### src/rtl/if_id_stage.sv
// IF/ID pipeline register: latches the fetch PC and synchronous-ROM data.
// A one-entry hold buffer keeps ROM data that would otherwise be lost during a stall.
module if_id_stage #(
  parameter int                    ADDR_WIDTH = 32,
  parameter int                    DATA_WIDTH = 32,
  parameter logic [DATA_WIDTH-1:0] NOP_INST   = 32'h00000000,
  parameter int                    CNT_WIDTH  = 32
) (
  input  logic                  clk,
  input  logic                  rst,
  input  logic                  stall_cur,
  input  logic                  stall_next,
  input  logic                  flush,
  input  logic                  rom_en,
  input  logic [ADDR_WIDTH-1:0] pc,
  input  logic [DATA_WIDTH-1:0] rom_read_data,
  output logic [ADDR_WIDTH-1:0] id_pc,
  output logic [DATA_WIDTH-1:0] id_inst,
  output logic                  id_valid,
  output logic                  id_exc_adel,
  output logic [CNT_WIDTH-1:0]  fetch_cnt,
  output logic [CNT_WIDTH-1:0]  bubble_cnt
);

  localparam logic [CNT_WIDTH-1:0] CNT_ONE = {{(CNT_WIDTH-1){1'b0}}, 1'b1};

  logic [ADDR_WIDTH-1:0] id_pc_q, id_pc_d;
  logic [DATA_WIDTH-1:0] id_inst_q, id_inst_d;
  logic                  id_valid_q, id_valid_d;
  logic                  id_adel_q, id_adel_d;
  logic [CNT_WIDTH-1:0]  fetch_cnt_q, fetch_cnt_d;
  logic [CNT_WIDTH-1:0]  bubble_cnt_q, bubble_cnt_d;
  logic                  hold_valid_q, hold_valid_d;
  logic [DATA_WIDTH-1:0] hold_inst_q, hold_inst_d;

  logic misaligned;
  assign misaligned = (pc[1:0] != 2'b00);

  always_comb begin
    id_pc_d      = id_pc_q;
    id_inst_d    = id_inst_q;
    id_valid_d   = id_valid_q;
    id_adel_d    = id_adel_q;
    fetch_cnt_d  = fetch_cnt_q;
    bubble_cnt_d = bubble_cnt_q;
    hold_valid_d = hold_valid_q;
    hold_inst_d  = hold_inst_q;

    if (flush) begin
      id_pc_d      = '0;
      id_inst_d    = NOP_INST;
      id_valid_d   = 1'b0;
      id_adel_d    = 1'b0;
      hold_valid_d = 1'b0;
      bubble_cnt_d = bubble_cnt_q + CNT_ONE;
    end else if (stall_cur) begin
      // ROM data is only present for one cycle, so capture the first word seen while stalled
      if (!hold_valid_q && rom_en) begin
        hold_inst_d  = rom_read_data;
        hold_valid_d = 1'b1;
      end
      if (!stall_next) begin
        id_inst_d    = NOP_INST;
        id_valid_d   = 1'b0;
        id_adel_d    = 1'b0;
        bubble_cnt_d = bubble_cnt_q + CNT_ONE;
      end
    end else begin
      id_pc_d      = pc;
      id_valid_d   = rom_en;
      hold_valid_d = 1'b0;
      if (rom_en) begin
        fetch_cnt_d = fetch_cnt_q + CNT_ONE;
        if (misaligned) begin
          id_inst_d = NOP_INST;
          id_adel_d = 1'b1;
        end else begin
          id_inst_d = hold_valid_q ? hold_inst_q : rom_read_data;
          id_adel_d = 1'b0;
        end
      end else begin
        id_inst_d    = NOP_INST;
        id_adel_d    = 1'b0;
        bubble_cnt_d = bubble_cnt_q + CNT_ONE;
      end
    end
  end

  always_ff @(posedge clk) begin
    if (rst) begin
      id_pc_q      <= '0;
      id_inst_q    <= NOP_INST;
      id_valid_q   <= 1'b0;
      id_adel_q    <= 1'b0;
      fetch_cnt_q  <= '0;
      bubble_cnt_q <= '0;
      hold_valid_q <= 1'b0;
      hold_inst_q  <= '0;
    end else begin
      id_pc_q      <= id_pc_d;
      id_inst_q    <= id_inst_d;
      id_valid_q   <= id_valid_d;
      id_adel_q    <= id_adel_d;
      fetch_cnt_q  <= fetch_cnt_d;
      bubble_cnt_q <= bubble_cnt_d;
      hold_valid_q <= hold_valid_d;
      hold_inst_q  <= hold_inst_d;
    end
  end

  assign id_pc       = id_pc_q;
  assign id_inst     = id_inst_q;
  assign id_valid    = id_valid_q;
  assign id_exc_adel = id_adel_q;
  assign fetch_cnt   = fetch_cnt_q;
  assign bubble_cnt  = bubble_cnt_q;

endmodule

### config.mk
export PLATFORM = sky130hd
export DESIGN_NAME = if_id_stage
export DESIGN_NICKNAME = d
export VERILOG_FILES = /design/src/rtl/if_id_stage.sv
export SDC_FILE = /design/constraint.sdc
export NUM_CORES = 1
export LEC_CHECK = 0
export BUFFER_PORTS_ARGS = -buffer_cell sky130_fd_sc_hd__buf_2
export CORE_ASPECT_RATIO = 1.2
export CORE_MARGIN = 2
export CORE_UTILIZATION = 40
export DETAILED_ROUTE_END_ITERATION = 8
export PLACE_DENSITY_LB_ADDON = 0.3
export SETUP_SLACK_MARGIN = 0.02
export SKIP_LAST_GASP = 1
export SYNTH_ARGS = -nofsm -noshare
export SYNTH_HDL_FRONTEND = slang
export SYNTH_SLANG_ARGS = --single-unit
### constraint.sdc
create_clock -name clk -period 2 [get_ports clk]
set_clock_uncertainty 0.05 [all_clocks]
set_input_delay 0.4 -clock clk [delete_from_list [all_inputs] [get_ports clk]]
set_output_delay 0.4 -clock clk [all_outputs]
set_load 0.01 [all_outputs]
==> results.json <==
{
  "clk_root_buffer_cell": "clkbuf_16",
  "cts_tree": "yes",
  "drv_cap": 0,
  "path_class": "reg2reg",
  "firstDrtPassIters": 5,
  "finalCritPeriodShare": 0.932,
  "final-hold-violation-count": 0,
  "critPathArrivalTime_ps": 2160,
  "grt_start_max_net_pins": 89,
  "min_path_type": "in2reg",
  "p_int_mw": 5.26,
  "postLayoutSetupSlackWorst_ps": 136,
  "cp-end-kind": "flip-flop",
  "grt_overflow_total": 0,
  "synth_area_sq_mm": 0.00695,
  "coreArea_sq_mm": 0.0169,
  "cts_buffers": 17,
  "grt_pass1_vias": 5792,
  "slew_viol_final": 0,
  "fin_nets": 1051,
  "status": "complete, no violations",
  "setup.worst_path.start_class": "flip-flop",
  "max_freq_mhz": 536,
  "dpl.hpwl_mm": 12.2,
  "wire_per_inst_microns": 14.9,
  "multi_input_area_sq_mm": 0.00343,
  "crit_chain": "and4bb_1, buf_4, nand4_4, or4_1, a21oi_1",
  "seq_area_sq_mm": 0.00326,
  "cp_num_buf_inv": 1,
  "tightest_slew_ps": 569,
  "ys_warn_count": 0,
  "antenna_found_initial": 0,
  "crit_slowest_cell": "or4_1",
  "synth.avg_cell_area_sq_um": 9.05,
  "yosysUniqueCellTypes": 44,
  "cts.sinks": 163,
  "synth.top_cells.by_count": "dfxtp_1, nor2_1, nand2_1, a21oi_1, clkbuf_1",
  "fp.dieW_microns": 124,
  "num_antenna_cells": 0,
  "n_fill_cell": 1616,
  "placed_area_sq_mm": 0.00847,
  "yosys.area_share.simple": 0.215,
  "whs_ps": 166,
  "p_sw_mw": 1.58,
  "yosys.area.top_type_share": 0.469,
  "postLayoutCellArea_sq_mm": 0.00902,
  "ir_worst_vdd_mv": 0.510,
  "start_util": 0.411,
  "power_density_mw_per_mm2": 759,
  "syn_inst": 768,
  "synthMuxAreaShare": 0.111,
  "synthFlopType": "dfxtp_1",
  "critical-path-top-delay-family": "simple AND/OR/NAND/NOR gates",
  "yosysMostFrequentCell": "dfxtp_1",
  "ys_top_cells_by_area": "dfxtp_1, mux2_2, a21oi_1, nor2_1, mux2i_1",
  "place.port_buffers": 199,
  "pwr-share-seq": 0.487,
  "dieArea_sq_mm": 0.0185,
  "power.leakage_nw": 3.86,
  "yosys_register_bits": 163,
  "via_per_inst": 5.22,
  "cpPeakStageDelay_ps": 420,
  "vias": 6304,
  "synth_top_cell_by_area": "dfxtp_1",
  "maxSlewHeadroom": 0.621,
  "clock_path_buffers": 2,
  "placedCellCount": 1176,
  "path_max_fanout": 10,
  "place_ws_ps": -17.2,
  "required_ps": 2290,
  "num_rows": 52,
  "p_clk_frac": 0.444,
  "antenna_left": 0,
  "routabilityCongestion": 0.785,
  "switching_share": 0.231,
  "synth_edf_count": 0,
  "layout-drive-gt1-share": 0.329,
  "wirelength_mm": 18.0,
  "synth-adder-area-share": 0.00360,
  "fin_cells": 1207,
  "post-route-drc-count": 0,
  "synth_top_family_by_area": "simple AND/OR/NAND/NOR gates",
  "holdBufCountCts": 0,
  "async_flop_share": 0,
  "yosysSeqAreaShare": 0.469,
  "io_pins": 200,
  "synth_compound_area_frac": 0.134,
  "period_needed_ps": 1860,
  "synth-xor-area-share": 0.0252,
  "cts_max_level": 4,
  "path_clk_slew_ps": 60,
  "area_growth_pct": 29.8,
  "clk_latency_ps": 420,
  "drt_iter0_drc": 343,
  "grt_use_total": 0.190,
  "rsz0062_at_grt": "no",
  "die_h_microns": 148,
  "syn-num-nets": 840,
  "grt_pass1_wl_mm": 28.9,
  "setup_viol": 0,
  "combPwrFrac": 0.070
}
cell usage in the layout (no fill, tap or decap), drive strengths merged, types with 18 or more instances in the layout:
cell	synthesis	final
a21oi	71	71
clkbuf	40	23
o31ai	25	25
nand4	20	20
mux2	39	39
a22oi	32	32
nand2	82	82
nor2	94	94
dfxtp	163	163
xor2	18	18
or4	25	25
buf	19	251
mux2i	33	33
per-layer routing:
metal  up-vias  GRT usage  wire length (microns)
met3        26     0.0547                   1020
li1       3165          -                      -
met2       150      0.319                   8870
met5         -          0                      0
met4         0     0.0629                    296
met1      2963      0.234                   7780
state kept, by name, summed over array words and instances (netlist names):
name and count:
hold_valid_q 1, hold_inst_q 32, fetch_cnt 32, bubble_cnt 32, id_pc 32, id_exc_adel 1, id_inst 32, id_valid 1
cells by family (layout without fill, tap and decap cells):
logic type,Yosys count,in the layout
XOR/XNOR,20,20
adder cells (fa/ha/maj),2,2
AO/OA/AOI/OAI,153,153
flip-flops,163,163
buffers and inverters,66,289
AND/OR/NAND/NOR,292,292
multiplexers,72,72
tightest hold or removal path, stage by stage:
cell     delay (ps)
buf_2            70
mux2i_1          50
nor2_1           70
per-stage QoR:
stage	power [mW]	TNS [ps]	utilization
final	6.85	0	0.533
after floorplan	3.67	0	-
after detailed placement	3.88	-32.0	0.501
after CTS	6.94	0	0.532
after global routing	7.11	0	0.533
after global placement	3.88	0	0.501
final cells by class:
class / count / share of cell area
multi-input combinational: 539 / 0.381
sequential: 163 / 0.362
timing repair buffer: 251 / 0.165
clock buffer: 23 / 0.0508
tap: 216 / 0.0300
clock inverter: 8 / 0.00901
inverter: 7 / 0.00291
final timing paths:
path | startpoint | end | slack, ps | cells after the start
worst max-delay path | fetch_cnt[2] | fetch_cnt[18] | 140 | 5
worst min-delay path | pc[3] | id_pc[3] | 170 | 3
worst max register to register | fetch_cnt[2] | fetch_cnt[18] | 140 | 5
worst min register to register | hold_inst_q[23] | hold_inst_q[23] | 400 | 2
timing repair:
item                                   4_1_cts  5_1_grt
setup buffers                                0        0
gates resized for setup                      0        2
setup endpoints to repair                    0        4
endpoints found under the hold margin        0        0
power groups by stage:
stage | clock network [mW] | logic, mW | registers [mW]
floorplan | 0 | 0.249 | 3.42
global placement | 0 | 0.474 | 3.40
detailed placement | 0 | 0.479 | 3.40
CTS | 3.13 | 0.481 | 3.33
global route | 3.25 | 0.525 | 3.34
finish | 3.04 | 0.476 | 3.33
(Power assumes the default switching activity.)
